## src/rtl/midi_note_parser_if.sv

```systemverilog
// MIDI byte-in / note-out bundle between the UART receiver, the note parser and the oscillator.
// master drives received bytes and channel select; slave is the parser producing note/gate.
interface midi_note_parser_if;
  logic       byte_valid_i;
  logic [7:0] byte_i;
  logic [3:0] channel_i;
  logic [7:0] note_o;
  logic [6:0] velocity_o;
  logic       gate_o;
  logic       note_strobe_o;

  modport master (
    output byte_valid_i, byte_i, channel_i,
    input  note_o, velocity_o, gate_o, note_strobe_o
  );

  modport slave (
    input  byte_valid_i, byte_i, channel_i,
    output note_o, velocity_o, gate_o, note_strobe_o
  );
endinterface

```

## src/rtl/midi_note_parser.sv

```systemverilog
// Monophonic MIDI Note On/Off decoder with running status, feeding the oscillator note/enable.
// Optional MIDI_CHANNEL_FILTER_EN: accept only the selected channel (else omni mode).
module midi_note_parser #(
  parameter logic [3:0] DEFAULT_CH = 4'd0
) (
  input logic               clk_i,
  input logic               nrst_i,
  midi_note_parser_if.slave bus_if
);

  typedef enum logic [2:0] {IDLE, NOTE_D1, NOTE_D2, SKIP_D1, SKIP_D2} state_e;

  state_e     state_q, state_d;
  logic       rs_on_q, rs_on_d;
  logic       rs_two_q, rs_two_d;
  logic [6:0] key_q, key_d;
  logic [6:0] note_q, note_d;
  logic [6:0] vel_q, vel_d;
  logic       gate_q, gate_d;
  logic       strobe_q, strobe_d;

  logic is_rt, is_sys, is_chan, is_data, own_ch;

  // Real-time bytes (F8-FF) are invisible to the decoder, even mid-message.
  assign is_rt   = bus_if.byte_valid_i && (bus_if.byte_i[7:3] == 5'b11111);
  assign is_sys  = bus_if.byte_valid_i && (bus_if.byte_i[7:3] == 5'b11110);
  assign is_chan = bus_if.byte_valid_i && bus_if.byte_i[7] && (bus_if.byte_i[7:4] != 4'hF);
  assign is_data = bus_if.byte_valid_i && !bus_if.byte_i[7];

`ifdef MIDI_CHANNEL_FILTER_EN
  logic [3:0] chan_q, chan_d;

  assign chan_d = (is_chan || is_sys) ? bus_if.channel_i : chan_q;
  assign own_ch = (bus_if.byte_i[3:0] == chan_d);

  always_ff @(posedge clk_i or negedge nrst_i) begin
    if (!nrst_i) chan_q <= DEFAULT_CH;
    else         chan_q <= chan_d;
  end
`else
  logic unused_cfg;
  assign unused_cfg = ^{bus_if.channel_i, DEFAULT_CH, is_rt};
  assign own_ch     = 1'b1;
`endif

  always_ff @(posedge clk_i or negedge nrst_i) begin
    if (!nrst_i) begin
      state_q  <= IDLE;
      rs_on_q  <= 1'b0;
      rs_two_q <= 1'b0;
    end else begin
      state_q  <= state_d;
      rs_on_q  <= rs_on_d;
      rs_two_q <= rs_two_d;
    end
  end

  // Foreign-channel note messages still carry two data bytes, so they loop through SKIP_D2.
  always_comb begin
    state_d  = state_q;
    rs_on_d  = rs_on_q;
    rs_two_d = rs_two_q;
    if (is_chan) begin
      unique case (bus_if.byte_i[7:4])
        4'h8, 4'h9: begin
          if (own_ch) begin
            state_d = NOTE_D1;
            rs_on_d = bus_if.byte_i[4];
          end else begin
            state_d  = SKIP_D2;
            rs_two_d = 1'b1;
          end
        end
        4'hC, 4'hD: begin
          state_d  = SKIP_D1;
          rs_two_d = 1'b0;
        end
        default: begin
          state_d  = SKIP_D2;
          rs_two_d = 1'b1;
        end
      endcase
    end else if (is_sys) begin
      state_d = IDLE;
    end else if (is_data) begin
      unique case (state_q)
        NOTE_D1: state_d = NOTE_D2;
        NOTE_D2: state_d = NOTE_D1;
        SKIP_D2: state_d = SKIP_D1;
        SKIP_D1: state_d = rs_two_q ? SKIP_D2 : SKIP_D1;
        default: state_d = IDLE;
      endcase
    end
  end

  always_comb begin
    key_d    = key_q;
    note_d   = note_q;
    vel_d    = vel_q;
    gate_d   = gate_q;
    strobe_d = 1'b0;
    if (is_data && (state_q == NOTE_D1)) begin
      key_d = bus_if.byte_i[6:0];
    end else if (is_data && (state_q == NOTE_D2)) begin
      if (rs_on_q && (bus_if.byte_i[6:0] != 7'd0)) begin
        note_d   = key_q;
        vel_d    = bus_if.byte_i[6:0];
        gate_d   = 1'b1;
        strobe_d = 1'b1;
      end else if (key_q == note_q) begin
        gate_d   = 1'b0;
        strobe_d = 1'b1;
      end
    end
  end

  always_ff @(posedge clk_i or negedge nrst_i) begin
    if (!nrst_i) begin
      key_q    <= 7'd0;
      note_q   <= 7'd0;
      vel_q    <= 7'd0;
      gate_q   <= 1'b0;
      strobe_q <= 1'b0;
    end else begin
      key_q    <= key_d;
      note_q   <= note_d;
      vel_q    <= vel_d;
      gate_q   <= gate_d;
      strobe_q <= strobe_d;
    end
  end

  assign bus_if.note_o        = {1'b0, note_q};
  assign bus_if.velocity_o    = vel_q;
  assign bus_if.gate_o        = gate_q;
  assign bus_if.note_strobe_o = strobe_q;

endmodule

```

## src/flat_wrapper.sv

```systemverilog
// flat-port wrapper written by rule: the top's interface ports become plain ports
module midi_note_parser_flat 
#(
  parameter logic [3:0] DEFAULT_CH = 4'd0
)
  (clk_i, nrst_i, bus_if_byte_valid_i, bus_if_byte_i, bus_if_channel_i, bus_if_note_o, bus_if_velocity_o, bus_if_gate_o, bus_if_note_strobe_o);
  midi_note_parser_if bus_if_i ();
  input logic clk_i;
  input logic nrst_i;
  input wire logic [$bits(bus_if_i.byte_valid_i)-1:0] bus_if_byte_valid_i;
  input wire logic [$bits(bus_if_i.byte_i)-1:0] bus_if_byte_i;
  input wire logic [$bits(bus_if_i.channel_i)-1:0] bus_if_channel_i;
  output wire logic [$bits(bus_if_i.note_o)-1:0] bus_if_note_o;
  output wire logic [$bits(bus_if_i.velocity_o)-1:0] bus_if_velocity_o;
  output wire logic [$bits(bus_if_i.gate_o)-1:0] bus_if_gate_o;
  output wire logic [$bits(bus_if_i.note_strobe_o)-1:0] bus_if_note_strobe_o;
  assign bus_if_i.byte_valid_i = bus_if_byte_valid_i;
  assign bus_if_i.byte_i = bus_if_byte_i;
  assign bus_if_i.channel_i = bus_if_channel_i;
  assign bus_if_note_o = bus_if_i.note_o;
  assign bus_if_velocity_o = bus_if_i.velocity_o;
  assign bus_if_gate_o = bus_if_i.gate_o;
  assign bus_if_note_strobe_o = bus_if_i.note_strobe_o;
  midi_note_parser #(.DEFAULT_CH(DEFAULT_CH)) u_core (.clk_i(clk_i), .nrst_i(nrst_i), .bus_if(bus_if_i));
endmodule
```

## config.mk

```make
export PLATFORM = sky130hd
export DESIGN_NAME = midi_note_parser_flat
export DESIGN_NICKNAME = d
export VERILOG_FILES = /design/src/rtl/midi_note_parser_if.sv /design/src/rtl/midi_note_parser.sv /design/src/flat_wrapper.sv
export SDC_FILE = /design/constraint.sdc
export NUM_CORES = 1
export LEC_CHECK = 0
export ABC_AREA = 1
export BUFFER_PORTS_ARGS = -buffer_cell sky130_fd_sc_hd__buf_2
export CAP_MARGIN = 15
export CORE_MARGIN = 3
export CORE_UTILIZATION = 35
export CTS_BUF_LIST = sky130_fd_sc_hd__clkbuf_4 sky130_fd_sc_hd__clkbuf_8
export DETAILED_ROUTE_END_ITERATION = 10
export PLACE_DENSITY = 0.58
export SYNTH_ARGS = -nofsm -noshare
export SYNTH_HDL_FRONTEND = slang
export SYNTH_SLANG_ARGS = --single-unit
export TNS_END_PERCENT = 1
```

## constraint.sdc

```tcl
create_clock -name clk_i -period 1.45 [get_ports clk_i]
set_clock_uncertainty 0.05 [all_clocks]
set_input_delay 0 -clock clk_i [delete_from_list [all_inputs] [get_ports clk_i]]
set_output_delay 0 -clock clk_i [all_outputs]
set_load 0.005 [all_outputs]
```

==> After elaboration in Yosys (flattened, before gate mapping) <==
Index checks and enable logic that the tools add are counted.
{ "op_classes": {"eq_ne": 11, "muxes": 13, "bitwise": 2, "n_reduce_logical": 17} }
{ "ops": {"columns": ["operator", "n"], "rows": [
  ["4-bit equality test (second input constant)", 4],
  ["3-bit 2-to-1 mux", 4],
  ["3-bit one-hot mux with 4 select lines", 1],
  ["7-bit equality test", 1],
  ["1-bit logical AND", 7],
  ["7-bit nonzero test", 1],
  ["3-bit by 2-bit equality test with 1-bit output (second input constant)", 2],
  ["1-bit 2-to-1 mux", 6],
  ["3-bit one-hot mux with 2 select lines", 1],
  ["3-bit AND reduction", 2],
  ["5-bit equality test (second input constant)", 1],
  ["4-bit inequality test (second input constant)", 1],
  ["2-bit AND reduction", 2],
  ["2-bit OR reduction", 2],
  ["3-bit by 1-bit equality test with 1-bit output (second input constant)", 1],
  ["3-bit equality test (second input constant)", 1],
  ["3-bit nonzero test", 1],
  ["1-bit NOT", 2],
  ["1-bit one-hot mux with 2 select lines", 1],
  ["2-bit nonzero test", 1],
  ["1-bit logical NOT", 1]
]} }
{ "word_totals": {"regBits": 28, "input_bits": 15, "out_inout_bits": 17, "wordCells": 51} }

==> Logic depth before layout (Yosys ltp) <==
Gate-level depths: netlist (run 1).
{ "logic_depth": {"word_depth": 5, "mapped_depth": 8, "ltp_nobuf": 8} }

==> Least setup slack after synthesis (run 1) <==
OpenSTA, ideal clock, no wires.
{ "synth_timing": {"path_kind": "register to register", "from": "reg u_core.state_q[2]", "to": "reg u_core.vel_q[4], in the netlist u_core.bus_if.velocity_o[4]", "setup_ns": 0.120, "arrival_time_ns": 1.238, "required_time_ns": 1.280, "setup_slack_ns": 0.042, "path_stages_with_launch": 8, "path_buffers": 1, "path_cell_list": "dfrtp_1 > inv_2 > nand3_2 > nor3b_4 > nand2_4 > buf_6 > nand2_2 > o21ai_2"} }
{ "synth_between": {"elab_chain_len": 4} }
{ "synth_lines": {"columns": ["element", "line", "source"], "rows": [
  ["start, declared", "midi_note_parser.sv:13", "state_e state_q, state_d;"],
  ["start signal, assigned", "midi_note_parser.sv:52", "state_q <= state_d;"],
  ["3-bit by 1-bit equality test with 1-bit output", "midi_note_parser.sv:102", "if (is_data && (state_q == NOTE_D1)) begin"],
  ["1-bit logical AND", "midi_note_parser.sv:102", null],
  ["1-bit NOT (no line)", null, null],
  ["3-bit AND reduction (no line) *", null, null],
  ["end signal, assigned", "midi_note_parser.sv:127", "vel_q <= vel_d;"],
  ["end, declared", "midi_note_parser.sv:18", "logic [6:0] vel_q, vel_d;"]
]} }
Every way passes the cells marked *; elsewhere a longest branch is shown, timed or not.
A chain may end at the register's enable or synchronous reset.

==> Worst setup path in the final report (run 1) <==
{ "layout_timing": {"from": "reg u_core.state_q[0]", "to": "reg u_core.vel_q[6], in the netlist u_core.bus_if.velocity_o[6]"} }
The elaborated chain is that of the path after synthesis.

==> tab_implementation.tex, run 1 <==
\begin{tabular}{lr}
\hline
Metric & Value \\
\hline
\multicolumn{2}{l}{\textbf{Status}} \\
Result of the run & complete, no violations \\
\multicolumn{2}{l}{\textbf{Synthesis}} \\
Net Count, Synth & 183 \\
Number of distinct standard cells referenced by the synthesized netlist & 25 \\
Netlist area before placement & 1420 um\^{}2 \\
Number of register bits inferred by synthesis & 28 \\
Cells taking the most area after synthesis & dfrtp\_1 (49\%), nand2\_1 (13\%), o21ai\_2 (6.2\%) \\
Proportion of synthesized chip area in sequential cells & 0.493 \\
Post-synth top area cell & dfrtp\_1 \\
Synthesis Warnings & 0 \\
Synth Instances & 168 \\
Share of the synthesized area in the top cell type & 0.493 \\
Average footprint of a synthesized cell & 8.45 um\^{}2 \\
\multicolumn{2}{l}{\textbf{Setup path}} \\
Reg2Reg Setup Slack & 0.07 ns \\
Critical Path Sink Type & register \\
Critical path type & register to register \\
Crit path launch type & register \\
Depth of the worst register-to-register path & 7 \\
Arrival @ worst endpoint & 1.49 ns \\
Endpoint of the worst-slack reg-to-reg timing path & u\_core.bus\_if.velocity\_o[6] \\
Required time at the worst-slack endpoint & 1.57 ns \\
Startpoint of the lowest-slack register-to-register path & u\_core.state\_q[0] \\
Start point of the critical path & u\_core.state\_q[0] \\
Max Fanout on Critical Path & 13 \\
Last element of the critical path & u\_core.bus\_if.velocity\_o[6] \\
\multicolumn{2}{l}{\textbf{Pwr}} \\
Net switching power & 1.02 mW \\
Cell Int Power & 1.97 mW \\
Design Power & 2.98 mW \\
VDD IR max & 0.972 mV \\
Fraction of power consumed by sequential logic & 0.439 \\
Power density over cell area & 1640 nW/um\^{}2 \\
Clk network pwr share & 0.208 \\
Switching part of the total power & 0.341 \\
Reported leakage power & 0.972 nW \\
Relative contribution of combinational cells to total power & 0.353 \\
\multicolumn{2}{l}{\textbf{Final layout}} \\
Final net count & 227 \\
Post-layout instance count excluding filler cells & 259 \\
Leading cell type in the layout, fill and taps excluded & nand2\_1 \\
Most frequent cells in the layout & nand2\_1 (50), dfrtp\_1 (28), buf\_2 (26) \\
Layout Area Growth over Synthesis & 28.4\% \\
Ant diodes & 0 \\
Fraction of layout instances using a drive strength above 1 & 0.313 \\
\multicolumn{2}{l}{\textbf{Placed design}} \\
Estimated wirelength of the detail-placed design & 2200 um \\
Final weighted congestion in routability-driven placement & 0.813 \\
Total of buffers placed on input and output ports & 26 \\
Placed cells & 246 \\
\multicolumn{2}{l}{\textbf{Route}} \\
Detail-routed via count per cell & 4.62 \\
Number of DRC violations after detailed-routing iteration 0 & 61 \\
DRC violations left & 0 \\
Routed length per instance & 12.4 um \\
Iteration count of the initial detailed-routing pass & 4 \\
Via total after detailed routing & 1196 \\
Number of nets with antenna violations after routing & 0 \\
Aggregate routed wire length & 3200 um \\
\multicolumn{2}{l}{\textbf{CTS}} \\
Clock transition at path regs & 0.09 ns \\
Number of sinks handled by clock tree synthesis & 28 \\
Cell at the root of the clock tree & clkbuf\_8 \\
Clock buffers created by TritonCTS & 3 \\
Deepest clock path buffer count & 2 \\
CTS tree & built \\
Clk\_lat worst skew & 0.28 ns \\
H-tree level count & 1 \\
\multicolumn{2}{l}{\textbf{Global route}} \\
Pin count of the biggest net entering global routing & 29 \\
Total overflow reported by the global router & 0 \\
Initial antenna violation count & 0 \\
Global Route Usage Sum & 0.130 \\
Vias in the first global route & 1184 \\
First-pass GRT wire length & 5150 um \\
\multicolumn{2}{l}{\textbf{Run}} \\
Number of maximum-capacitance violations & 0 \\
\multicolumn{2}{l}{\textbf{Die}} \\
Starting density of the core & 0.374 \\
Floorplan die width & 69.7 um \\
Total number of placement rows & 22 \\
Area inside the core boundary & 3800 um\^{}2 \\
Total Die Area & 4860 um\^{}2 \\
Vertical die dimension & 69.7 um \\
Boundary pin count & 32 \\
\multicolumn{2}{l}{\textbf{Timing}} \\
Setup repair after global routing missed its margin & yes \\
Final count of negative-setup-slack endpoints & 0 \\
Max Transition Viols Final & 0 \\
Final worst-path cycle share & 0.949 \\
Worst-margin pin slew & 0.640 ns \\
Max frequency & 0.727 GHz \\
Relative max-transition margin & 0.573 \\
Final min period & 1.38 ns \\
Final hold viol count & 0 \\
Final-layout setup total negative slack & 0 ns \\
Fin Hold WS & 0.0223 ns \\
\multicolumn{2}{l}{\textbf{Hold path}} \\
Worst hold path stage count & 3 \\
Hold crit path type & input port to register \\
\hline
\end{tabular}
-- sequential cells by signal (all words and copies together) (netlist names) --
signal,count
u_core.bus_if.velocity_o,7
u_core.key_q,7
u_core.note_q,7
u_core.state_q,3
u_core.bus_if.gate_o,1
u_core.bus_if.note_strobe_o,1
u_core.rs_on_q,1
u_core.rs_two_q,1
-- cells by family after synthesis --
logic type,after synthesis,synth area share
simple gates,87,0.289
flops,28,0.493
buf+inv,25,0.0793
other cells,1,0.00264
compound gates,22,0.105
xor+xnor,5,0.0308
-- worst min-delay path by stage --
stage | startpoint | endpoint | slack (ns)
finish | bus_if_byte_i[5] | u_core.bus_if.velocity_o[5] | 0.02
global route | bus_if_byte_i[3] | u_core.bus_if.velocity_o[3] | 0.03
CTS | bus_if_byte_i[3] | u_core.bus_if.velocity_o[3] | 0.003
floorplan | nrst_i | u_core.bus_if.gate_o | -0.35
detailed placement | nrst_i | u_core.bus_if.velocity_o[2] | 0.01
global placement | nrst_i | u_core.bus_if.velocity_o[0] | 0.008
-- layout make-up --
cell class	count	area, um^2
Fill cell	381	1980
Inverter	21	78.8
Timing Repair Buffer	41	255
Clock inverter	1	30.0
Sequential cell	28	701
Multi-Input combinational cell	117	657
Clock buffer	3	41.3
Tap cell	48	60.1
-- power groups by stage --
stage                     sequential, mW  clock [mW]  combinational [mW]
after floorplan                     1.33           0               0.635
after global placement              1.33           0                1.00
after detailed placement            1.33           0                1.02
after CTS                           1.32       0.627                1.04
after global routing                1.36       0.670                1.20
final                               1.31       0.620                1.05
-- critical path, stage by stage, from the launching register on --
cell and delay [ns]:
dfrtp_1 0.39, inv_1 0.08, nand3_2 0.11, nor3b_4 0.24
buf_4 0.17, nand2_8 0.09, nand2_1 0.09, o21ai_2 0.05
-- Yosys cell counts (all sizes together) --
library cell and instances:
a21oi 2, a31oi 1, buf 3, clkbuf 1, conb 1, dfrtp 28, inv 21, nand2 55
nand3 15, nand3b 1, nand4 3, nor2 10, nor3 2, nor3b 1, o21ai 19, xnor2 4
xor2 1
-- repair_timing --
action / in CTS / in global routing
hold buffers: 5 / 0
gates resized for setup: 0 / 5
setup buffers: 0 / 2
setup endpoints to repair: 0 / 16
hold endpoints to repair: 34 / 0
-- through the flow --
step | setup WS, ns | instance area (um^2) | utilization
after global placement | 0.0592 | 1640 | 0.431
after CTS | 0.00784 | 1760 | 0.463
after floorplan | 0.0424 | 1420 | -
after detailed placement | 0.0228 | 1640 | 0.431
after global routing | -0.0142 | 1820 | 0.480
final | 0.0741 | 1820 | 0.480
-- metal layers --
layer | up-vias | part of all wire | wire [um] | global-route usage
li1 | 622 | - | - | -
met1 | 544 | 0.44 | 1420 | 0.153
met2 | 28 | 0.50 | 1600 | 0.234
met3 | 2 | 0.049 | 158 | 0.0377
met4 | 0 | 0.0056 | 18 | 0.0255
met5 | - | 0 | 0 | 0
Power figures use the tool's default switching activity.
==> inputs of run 2 (changes only) <==
- PLACE_DENSITY: 0.58 -> default
==> run 2 against run 1 <==
Against the previous run: routed wire length fell by 1.2%; combinational power about the same; clock power fell by 0.8%; power rose by 0.69%; core utilization is 0.96 points higher; critical endpoint is now u_core.bus_if.velocity_o[1].
==> tab_implementation.tex, run 2 (same netlist as run 1, synthesis figures left out) <==
\begin{tabular}{lr}
\hline
Metric & Value \\
\hline
\multicolumn{2}{l}{\textbf{Pwr}} \\
Clk network pwr share & 0.205 \\
Design Power & 3.00 mW \\
Reported leakage power & 0.990 nW \\
Relative contribution of combinational cells to total power & 0.355 \\
Net switching power & 1.02 mW \\
Cell Int Power & 1.98 mW \\
Fraction of power consumed by sequential logic & 0.440 \\
Power density over cell area & 1620 nW/um\^{}2 \\
VDD IR max & 0.598 mV \\
Switching part of the total power & 0.340 \\
\multicolumn{2}{l}{\textbf{CTS}} \\
Clock transition at path regs & 0.10 ns \\
Deepest clock path buffer count & 2 \\
H-tree level count & 1 \\
CTS tree & built \\
Number of sinks handled by clock tree synthesis & 28 \\
Clock buffers created by TritonCTS & 3 \\
Clk\_lat worst skew & 0.28 ns \\
Cell at the root of the clock tree & clkbuf\_8 \\
\multicolumn{2}{l}{\textbf{Die}} \\
Floorplan die width & 69.7 um \\
Starting density of the core & 0.374 \\
Vertical die dimension & 69.7 um \\
Area inside the core boundary & 3800 um\^{}2 \\
Boundary pin count & 32 \\
Total number of placement rows & 22 \\
Total Die Area & 4860 um\^{}2 \\
\multicolumn{2}{l}{\textbf{Global route}} \\
Pin count of the biggest net entering global routing & 29 \\
Global Route Usage Sum & 0.129 \\
Total overflow reported by the global router & 0 \\
First-pass GRT wire length & 5080 um \\
Initial antenna violation count & 0 \\
Vias in the first global route & 1134 \\
\multicolumn{2}{l}{\textbf{Final layout}} \\
Most frequent cells in the layout & nand2\_1 (50), dfrtp\_1 (28), buf\_2 (26) \\
Fraction of layout instances using a drive strength above 1 & 0.322 \\
Final net count & 230 \\
Layout Area Growth over Synthesis & 30.9\% \\
Final core utilization & 0.489 \\
Post-layout instance count excluding filler cells & 262 \\
Final instance area & 1860 um\^{}2 \\
Ant diodes & 0 \\
Multi-input gate area & 664 um\^{}2 \\
Storage element area & 701 um\^{}2 \\
Total of fill cells in the finished design & 376 \\
Leading cell type in the layout, fill and taps excluded & nand2\_1 \\
\multicolumn{2}{l}{\textbf{Timing}} \\
Crit path setup slack, layout & 0.00774 ns \\
Final-layout setup total negative slack & 0 ns \\
Max frequency & 0.693 GHz \\
Final min period & 1.44 ns \\
Fin Hold WS & 0.0221 ns \\
Setup repair after global routing missed its margin & yes \\
Final hold viol count & 0 \\
Relative max-transition margin & 0.579 \\
Final count of negative-setup-slack endpoints & 0 \\
Worst-margin pin slew & 0.631 ns \\
Max Transition Viols Final & 0 \\
Final worst-path cycle share & 0.995 \\
\multicolumn{2}{l}{\textbf{Status}} \\
Result of the run & complete, no violations \\
\multicolumn{2}{l}{\textbf{Placed design}} \\
Worst slack, placed & 0.0278 ns \\
Total of buffers placed on input and output ports & 26 \\
Final weighted congestion in routability-driven placement & 0.860 \\
Area after detailed placement & 1640 um\^{}2 \\
Estimated wirelength of the detail-placed design & 2130 um \\
Placed cells & 246 \\
\multicolumn{2}{l}{\textbf{Setup path}} \\
Crit path launch type & register \\
Arrival @ worst endpoint & 1.57 ns \\
Max Fanout on Critical Path & 6 \\
Critical Path Sink Type & register \\
Required time at the worst-slack endpoint & 1.58 ns \\
Critical path type & register to register \\
\multicolumn{2}{l}{\textbf{Run}} \\
Number of maximum-capacitance violations & 0 \\
\multicolumn{2}{l}{\textbf{Route}} \\
Aggregate routed wire length & 3160 um \\
Number of DRC violations after detailed-routing iteration 0 & 35 \\
Iteration count of the initial detailed-routing pass & 4 \\
Via total after detailed routing & 1203 \\
Routed length per instance & 12.1 um \\
DRC violations left & 0 \\
Number of nets with antenna violations after routing & 0 \\
Detail-routed via count per cell & 4.59 \\
\multicolumn{2}{l}{\textbf{Hold path}} \\
Hold crit path type & input port to register \\
\hline
\end{tabular}
run 2: final cells by class:
cell class / count / area share
inverters: 21 / 0.0424
well taps: 48 / 0.0323
multi-input cells: 117 / 0.357
repair buffers: 44 / 0.153
clock inverters: 1 / 0.0162
clock buffers: 3 / 0.0222
flip-flops and latches: 28 / 0.377
run 2: power groups by stage:
stage	sequential [mW]	clock [mW]	combinational (mW)
finish	1.32	0.615	1.07
global route	1.37	0.671	1.21
CTS	1.32	0.639	1.04
detailed placement	1.33	0	1.02
global placement	1.33	0	1.00
floorplan	1.33	0	0.635
run 2: worst paths after layout:
kind / slack [ns] / cells past startpoint / from / end
min in group asynchronous: 0.21 / 2 / nrst_i / u_core.bus_if.velocity_o[0]
hold / removal: 0.02 / 3 / bus_if_byte_i[4] / u_core.bus_if.velocity_o[4]
setup reg to reg: 0.008 / 7 / u_core.state_q[0] / u_core.bus_if.velocity_o[1]
setup / recovery: 0.008 / 7 / u_core.state_q[0] / u_core.bus_if.velocity_o[1]
max in group asynchronous: 0.72 / 2 / nrst_i / u_core.state_q[2]
hold reg to reg: 0.43 / 2 / u_core.bus_if.velocity_o[5] / u_core.bus_if.velocity_o[5]
run 2: metal layers:
layer	share of wire	up-vias	wire (um)	global-route usage
li1	-	621	-	-
met5	0	-	0	0
met4	0.0054	0	17	0.0255
met1	0.47	560	1470	0.166
met2	0.49	20	1550	0.215
met3	0.038	2	120	0.0377
run 2: what timing repair did:
action	in CTS	in global routing
hold endpoints to repair	37	0
endpoints found under the setup margin	0	17
gates resized for setup	0	8
buffers inserted	0	4
hold buffers	6	0
run 2: worst max-delay path, cell delays in order, from the launching register on:
cell     delay [ns]
dfrtp_1        0.40
inv_2          0.08
nand3_4        0.09
nor3b_4        0.36
buf_6          0.19
nand2_8        0.07
nand2_2        0.06
o21ai_2        0.04
